--- config.mk ---
export PLATFORM = sky130hd
export DESIGN_NAME = enc_lane_scheduler_flat
export DESIGN_NICKNAME = d
export VERILOG_FILES = /design/src/rtl/enc_lane_scheduler_if.sv /design/src/rtl/enc_lane_scheduler.sv /design/src/flat_wrapper.sv
export SDC_FILE = /design/constraint.sdc
export NUM_CORES = 1
export LEC_CHECK = 0
export CORE_MARGIN = 3
export CORE_UTILIZATION = 35
export CTS_CLUSTER_DIAMETER = 30
export DETAILED_ROUTE_END_ITERATION = 16
export SLEW_MARGIN = 20
export SYNTH_ARGS = -nofsm -noshare
export SYNTH_HDL_FRONTEND = slang
export SYNTH_SLANG_ARGS = --single-unit
--- constraint.sdc ---
create_clock -name clk -period 9.9 [get_ports clk]
set_input_delay 0.99 -clock clk [delete_from_list [all_inputs] [get_ports clk]]
set_output_delay 0.99 -clock clk [all_outputs]
set_load 0.02 [all_outputs]
--- src/rtl/enc_lane_scheduler_if.sv ---
// Interface between the encoder master counter and the lane scheduler.
//   con_master_counter : master counter value for the current cycle
//   sch_valid          : masks describe a real cycle
//   sch_parity_mask    : per-lane parity position flags
//   sch_sop_mask       : per-lane start-of-codeword flags
//   sch_eop_mask       : per-lane end-of-codeword flags
//   sch_cw_done_cnt    : completed-codeword count
//   sch_err            : sticky counter-sequencing error
// master = counter side, slave = scheduler side.
interface enc_lane_scheduler_if #(
    parameter int RS_COD_LEN  = 544,
    parameter int ENC_SYM_NUM = 32,
    parameter int CW_CNT_W    = 16
);
    localparam int CNT_W = $clog2(RS_COD_LEN);

    logic [CNT_W-1:0]       con_master_counter;
    logic                   sch_valid;
    logic [ENC_SYM_NUM-1:0] sch_parity_mask;
    logic [ENC_SYM_NUM-1:0] sch_sop_mask;
    logic [ENC_SYM_NUM-1:0] sch_eop_mask;
    logic [CW_CNT_W-1:0]    sch_cw_done_cnt;
    logic                   sch_err;

    modport master (
        output con_master_counter,
        input  sch_valid, sch_parity_mask, sch_sop_mask, sch_eop_mask,
        input  sch_cw_done_cnt, sch_err
    );

    modport slave (
        input  con_master_counter,
        output sch_valid, sch_parity_mask, sch_sop_mask, sch_eop_mask,
        output sch_cw_done_cnt, sch_err
    );
endinterface

--- src/rtl/enc_lane_scheduler.sv ---
// Per-cycle lane classifier for the encoder datapath. Each of the
// ENC_SYM_NUM lanes is tagged as parity / start-of-codeword /
// end-of-codeword from the master counter, so the parity-insertion mux
// and output framer need no position arithmetic of their own.
// Ports:
//   clk    : clock
//   rst_n  : synchronous active-low reset
//   sch_if : slave modport of enc_lane_scheduler_if (counter in,
//            registered masks / codeword count / sticky error out)
module enc_lane_scheduler #(
    parameter int RS_COD_LEN  = 544,
    parameter int RS_MSG_LEN  = 514,
    parameter int ENC_SYM_NUM = 32,
    parameter int CW_CNT_W    = 16
) (
    input  logic                 clk,
    input  logic                 rst_n,
    enc_lane_scheduler_if.slave  sch_if
);
    localparam int CNT_W = $clog2(RS_COD_LEN);
    localparam int PW    = CNT_W + 1;   // lane position width
    localparam int SW    = CNT_W + 2;   // headroom for out-of-range c_prev + lanes

    localparam logic [PW-1:0] COD_LEN_P = PW'(RS_COD_LEN);
    localparam logic [PW-1:0] MSG_LEN_P = PW'(RS_MSG_LEN);
    localparam logic [PW-1:0] LAST_P    = PW'(RS_COD_LEN - 1);
    localparam logic [SW-1:0] COD_LEN_S = SW'(RS_COD_LEN);
    localparam logic [SW-1:0] SYM_S     = SW'(ENC_SYM_NUM);

    logic [CNT_W-1:0]       cnt_in;

    logic                   valid_q,  valid_d;
    logic [ENC_SYM_NUM-1:0] parity_q, parity_d;
    logic [ENC_SYM_NUM-1:0] sop_q,    sop_d;
    logic [ENC_SYM_NUM-1:0] eop_q,    eop_d;
    logic [CW_CNT_W-1:0]    cw_cnt_q, cw_cnt_d;
    logic                   err_q,    err_d;
    logic [CNT_W-1:0]       c_prev_q, c_prev_d;
    logic                   prev_vld_q, prev_vld_d;

    logic [PW-1:0]          pos;
    logic [SW-1:0]          exp_cnt;
    logic                   seq_bad;
    logic                   range_bad;

    assign cnt_in = sch_if.con_master_counter;

    // Lane classification. A single conditional subtract is enough because
    // at most one codeword boundary falls inside one cycle's lanes.
    always_comb begin
        parity_d = '0;
        sop_d    = '0;
        eop_d    = '0;
        pos      = '0;
        for (int j = 0; j < ENC_SYM_NUM; j++) begin
            pos = {1'b0, cnt_in} + PW'(j);
            if (pos >= COD_LEN_P) begin
                pos = pos - COD_LEN_P;
            end
            parity_d[j] = (pos >= MSG_LEN_P);
            sop_d[j]    = (pos == '0);
            eop_d[j]    = (pos == LAST_P);
        end
    end

    // Sequence check. The counter may legally sit at RS_COD_LEN (alias of 0),
    // hence the strict '>' when deciding whether the expected value wraps.
    always_comb begin
        exp_cnt = {2'b00, c_prev_q} + SYM_S;
        if (exp_cnt > COD_LEN_S) begin
            exp_cnt = exp_cnt - COD_LEN_S;
        end
        seq_bad   = prev_vld_q && ({2'b00, cnt_in} != exp_cnt);
        range_bad = ({1'b0, cnt_in} > COD_LEN_P);
    end

    always_comb begin
        valid_d    = 1'b1;
        c_prev_d   = cnt_in;
        prev_vld_d = 1'b1;
        err_d      = err_q | seq_bad | range_bad;
        cw_cnt_d   = cw_cnt_q;
        // Counts the cycle after the end-of-codeword lane is presented.
        if (|eop_q) begin
            cw_cnt_d = cw_cnt_q + CW_CNT_W'(1);
        end
    end

    always_ff @(posedge clk) begin
        if (!rst_n) begin
            valid_q    <= 1'b0;
            parity_q   <= '0;
            sop_q      <= '0;
            eop_q      <= '0;
            cw_cnt_q   <= '0;
            err_q      <= 1'b0;
            c_prev_q   <= '0;
            prev_vld_q <= 1'b0;
        end else begin
            valid_q    <= valid_d;
            parity_q   <= parity_d;
            sop_q      <= sop_d;
            eop_q      <= eop_d;
            cw_cnt_q   <= cw_cnt_d;
            err_q      <= err_d;
            c_prev_q   <= c_prev_d;
            prev_vld_q <= prev_vld_d;
        end
    end

    assign sch_if.sch_valid       = valid_q;
    assign sch_if.sch_parity_mask = parity_q;
    assign sch_if.sch_sop_mask    = sop_q;
    assign sch_if.sch_eop_mask    = eop_q;
    assign sch_if.sch_cw_done_cnt = cw_cnt_q;
    assign sch_if.sch_err         = err_q;
endmodule

--- src/flat_wrapper.sv ---
// flat-port wrapper written by rule: the top's interface ports become plain ports
module enc_lane_scheduler_flat 
#(
    parameter int RS_COD_LEN  = 544,
    parameter int RS_MSG_LEN  = 514,
    parameter int ENC_SYM_NUM = 32,
    parameter int CW_CNT_W    = 16
)
  (clk, rst_n, sch_if_con_master_counter, sch_if_sch_valid, sch_if_sch_parity_mask, sch_if_sch_sop_mask, sch_if_sch_eop_mask, sch_if_sch_cw_done_cnt, sch_if_sch_err);
  enc_lane_scheduler_if #(.RS_COD_LEN(RS_COD_LEN), .ENC_SYM_NUM(ENC_SYM_NUM), .CW_CNT_W(CW_CNT_W)) sch_if_i ();
  input  logic clk;
  input  logic rst_n;
  input wire logic [$bits(sch_if_i.con_master_counter)-1:0] sch_if_con_master_counter;
  output wire logic [$bits(sch_if_i.sch_valid)-1:0] sch_if_sch_valid;
  output wire logic [$bits(sch_if_i.sch_parity_mask)-1:0] sch_if_sch_parity_mask;
  output wire logic [$bits(sch_if_i.sch_sop_mask)-1:0] sch_if_sch_sop_mask;
  output wire logic [$bits(sch_if_i.sch_eop_mask)-1:0] sch_if_sch_eop_mask;
  output wire logic [$bits(sch_if_i.sch_cw_done_cnt)-1:0] sch_if_sch_cw_done_cnt;
  output wire logic [$bits(sch_if_i.sch_err)-1:0] sch_if_sch_err;
  assign sch_if_i.con_master_counter = sch_if_con_master_counter;
  assign sch_if_sch_valid = sch_if_i.sch_valid;
  assign sch_if_sch_parity_mask = sch_if_i.sch_parity_mask;
  assign sch_if_sch_sop_mask = sch_if_i.sch_sop_mask;
  assign sch_if_sch_eop_mask = sch_if_i.sch_eop_mask;
  assign sch_if_sch_cw_done_cnt = sch_if_i.sch_cw_done_cnt;
  assign sch_if_sch_err = sch_if_i.sch_err;
  enc_lane_scheduler #(.RS_COD_LEN(RS_COD_LEN), .RS_MSG_LEN(RS_MSG_LEN), .ENC_SYM_NUM(ENC_SYM_NUM), .CW_CNT_W(CW_CNT_W)) u_core (.clk(clk), .rst_n(rst_n), .sch_if(sch_if_i));
endmodule
==> impl_metrics.env <==
export IMPL_io_buffers=125
export IMPL_clk_root_buffer_cell="clkbuf_16"
export IMPL_groute_usage_overall=0.267
export IMPL_post_synth_edffs=0
export IMPL_report_final_setup_viol=0
export IMPL_critical_path_slowest_cell="ha_1"
export IMPL_syn_cell_area_um2=13700
export IMPL_fin_setup_tns_ns=0
export IMPL_start_kind="input pin"
export IMPL_worstPathArrival_ns=5.68
export IMPL_place_worst_setup_slack_ns=4.24
export IMPL_grt_antenna_before_repair=1
export IMPL_worstPathRequired_ns=10.24
export IMPL_cts_sink_count=124
export IMPL_number_of_buffer_and_inverter_stages_on_the_critical_path=4
export IMPL_critical_path_peak_fanout=17
export IMPL_timing_clock_skew_ns=0.0122
export IMPL_gr_total_overflow=0
export IMPL_placed_cell_area_um2=15200
export IMPL_hold_violations=0
export IMPL_max_freq_mhz=187
export IMPL_die_area_um2=41500
export IMPL_cts_root_to_sink_buffers=2
export IMPL_synthesis_area_per_instance_um2=7.39
export IMPL_drt_antenna_violating_nets=0
export IMPL_post_route_period_util=0.539
export IMPL_synth_async_reset_ratio=0
export IMPL_drc=0
export IMPL_number_of_max_cap_violations=0
export IMPL_top_routing_layer_in_use="met4"
export IMPL_cts_tree="yes"
export IMPL_ctsHtreeMaxLevel=4
export IMPL_number_of_nets_in_the_final_layout=2024
export IMPL_wl_met2_um=24500
export IMPL_vias_per_cell=6.10
export IMPL_rsz0062_at_grt="false"
export IMPL_die_height_um=204
export IMPL_insertion_delay_ns=0.45
export IMPL_layout_cells_non_filler=2444
export IMPL_hold_slack_ns=0.512
export IMPL_design_core_area_um2=38100
export IMPL_yosysWarningCount=0
export IMPL_final_critical_path_setup_slack_ns=4.56
export IMPL_critical_path_max_stage_delay_ns=0.86
export IMPL_synth_net_count=1955
export IMPL_ir_worst_vdd_mv=0.127
export IMPL_drtPass1Iterations=6
export IMPL_clock_pin_transition_on_the_worst_setup_and_hold_timing_paths_ns=0.07
export IMPL_timing_worst_slew_pin_value_ns=1.06
export IMPL_wl_per_cell_um=23.3
export IMPL_place_inst=2410
export IMPL_finalWeightedCongestion=0.972
export IMPL_cpLargestDelayFamily="buffers and inverters"
export IMPL_grt_start_max_net_pins=48
export IMPL_ys_dominant_reg_cell="dfxtp_1"
export IMPL_critical_path_cell_chain="buf_2 -> inv_1 -> buf_4 -> ha_1 -> inv_1 -> a21oi_1 -> o21ai_0 -> nand2b_1 -> ha_1 -> nand2_1 -> o31ai_1 -> a22o_1 -> a31oi_1 -> nor4_1"
export IMPL_power_leakage_uw=0.00570
export IMPL_netlist_cell_type_count=88
export IMPL_cts_resized=0
export IMPL_wire_length_of_the_first_global_routing_pass_um=85600
export IMPL_seq_area_frac_synth=0.182
export IMPL_detailed_route_wire_length_on_metal_1_um=22900
export IMPL_synthesis_instances=1849
export IMPL_ys_seq_elements=124
export IMPL_path_class_of_the_lowest_slack_min_delay_path="register to register"
export IMPL_initial_core_util=0.359
export IMPL_io_pins=126
export IMPL_first_global_vias=14360
export IMPL_criticalPathCategory="input pin to register"
export IMPL_crit_path_end_kind="register"
export IMPL_hold_buffers=0
export IMPL_cts_made_buffers=17
export IMPL_dpl_hpwl_um=40200
export IMPL_postRouteWirelength_um=56900
export IMPL_maxSlewViolCount=0
export IMPL_total_number_of_vias=14900
export IMPL_max_slew_margin_rel=0.291
export IMPL_detailedRoute_firstIterationViolations=1614
export IMPL_p_per_area_nw_per_um2=110
export IMPL_run_status="complete, no violations"
export IMPL_met3_wirelength_um=5890
export IMPL_row_count=71
export IMPL_finalWorstPathRequiredPeriod_ns=5.34
export IMPL_die_width_um=204
export IMPL_drive_gt1_frac=0.0611
export IMPL_finalInstanceArea_um2=15800
export IMPL_cts_setup_buffers=0
export IMPL_synthesis_to_layout_area_growth_pct=15.5
cells by family after synthesis:
group                      after synthesis  share of synthesized area
adders and majority gates               94                     0.0860
buffers and inverters                  172                     0.0586
muxes                                   35                     0.0264
xor gates and xnor gates               246                      0.163
and+or+nand+nor                        745                      0.275
DFF                                    124                      0.182
AOI/OAI and AO/OA                      433                      0.210
layout by cell type, fill, tap and decap left out, types with 12 or more instances in the layout:
master	count
clkbuf_16	17
and3_1	29
nor2b_1	20
nand3_1	93
a21o_1	15
nor4_1	41
nand2b_1	29
nor2_1	183
dfxtp_1	124
or3_1	19
xnor2_1	190
ha_1	94
clkdlybuf4s50_1	119
a31oi_1	34
and2_1	15
nand2_1	164
buf_4	27
o21ai_0	107
mux2i_1	26
nor4b_1	14
a21oi_1	95
inv_1	66
xor2_1	51
nor3_1	50
nand4_1	35
o21a_1	12
worst register-to-register path, stage by stage, from the launching register on:
cell	delay, ns
dfxtp_1	0.37
nor4_1	0.71
nand4_1	0.15
or2_2	0.42
nand4_1	0.30
nor2_1	0.11
nand3_1	0.11
xor2_1	0.17
nor2_1	0.05
sequential cells by signal (all words and copies together) (netlist names):
register                       flops
u_core.sch_if.sch_eop_mask        32
u_core.sch_if.sch_parity_mask     32
u_core.sch_if.sch_sop_mask        32
u_core.sch_if.sch_cw_done_cnt     16
u_core.c_prev_q                   10
u_core.sch_if.sch_err              1
u_core.sch_if.sch_valid            1
metrics by stage:
step                 util  total power, uW
floorplan               -              924
global placement    0.399             1060
detailed placement  0.399             1070
CTS                 0.414             1730
global route        0.414             1810
finish              0.414             1730
power by group:
group | total [uW] | internal, uW | switching, uW
sequential | 511 | 506 | 4.15
clock | 655 | 374 | 281
combinational | 566 | 193 | 372
per-layer routing:
layer,track usage,vias to the layer above
li1,-,6764
met1,0.339,6944
met2,0.412,966
met3,0.0632,226
met4,0.157,0
met5,0,-
Yosys cell counts (8+ instances only):
cell type	count	area, um2
a21boi_0	9	67.6
dfxtp_1	124	2480
o211ai_1	10	75.1
nand2b_1	29	181
and2_1	15	93.8
nor3_1	50	250
a21o_1	15	113
nor4_1	41	257
ha_1	94	1180
nor4b_1	14	123
nor2_1	183	687
nor3b_1	10	75.1
clkbuf_1	28	105
o21a_1	12	90.1
nand2_1	164	616
nand4_1	35	219
nand3_1	93	465
inv_1	66	248
a41oi_1	8	70.1
or3_1	19	119
a211oi_1	11	82.6
o22ai_1	11	68.8
buf_2	46	230
o31ai_1	11	82.6
xor2_1	51	447
o21ai_0	107	536
buf_4	16	120
nor2b_1	20	125
mux2i_1	26	260
a21oi_1	95	475
mux2_2	9	101
o311a_1	9	90.1
a31oi_1	34	213
xnor2_1	190	1660
and3_1	29	181
layout make-up:
cell class                      count  area [um2]
Fill cell                        3849       22300
Multi-Input combinational cell   1553       10400
Sequential cell                   124        2480
Timing Repair Buffer              152        1420
Tap cell                          511         639
Clock buffer                       17         425
Inverter                           70         263
Clock inverter                     15         165
Antenna cell                        2        5.00
path summary, 6_finish.rpt:
kind                                     start                           endpoint  slack, ns  cells after the start
max               sch_if_con_master_counter[4]     u_core.sch_if.sch_eop_mask[31]       4.56                     14
min          u_core.sch_if.sch_cw_done_cnt[11]  u_core.sch_if.sch_cw_done_cnt[11]       0.51                      2
max reg2reg     u_core.sch_if.sch_eop_mask[12]  u_core.sch_if.sch_cw_done_cnt[15]       7.39                      8
min reg2reg  u_core.sch_if.sch_cw_done_cnt[11]  u_core.sch_if.sch_cw_done_cnt[11]       0.51                      2
(Power assumes the default switching activity.)
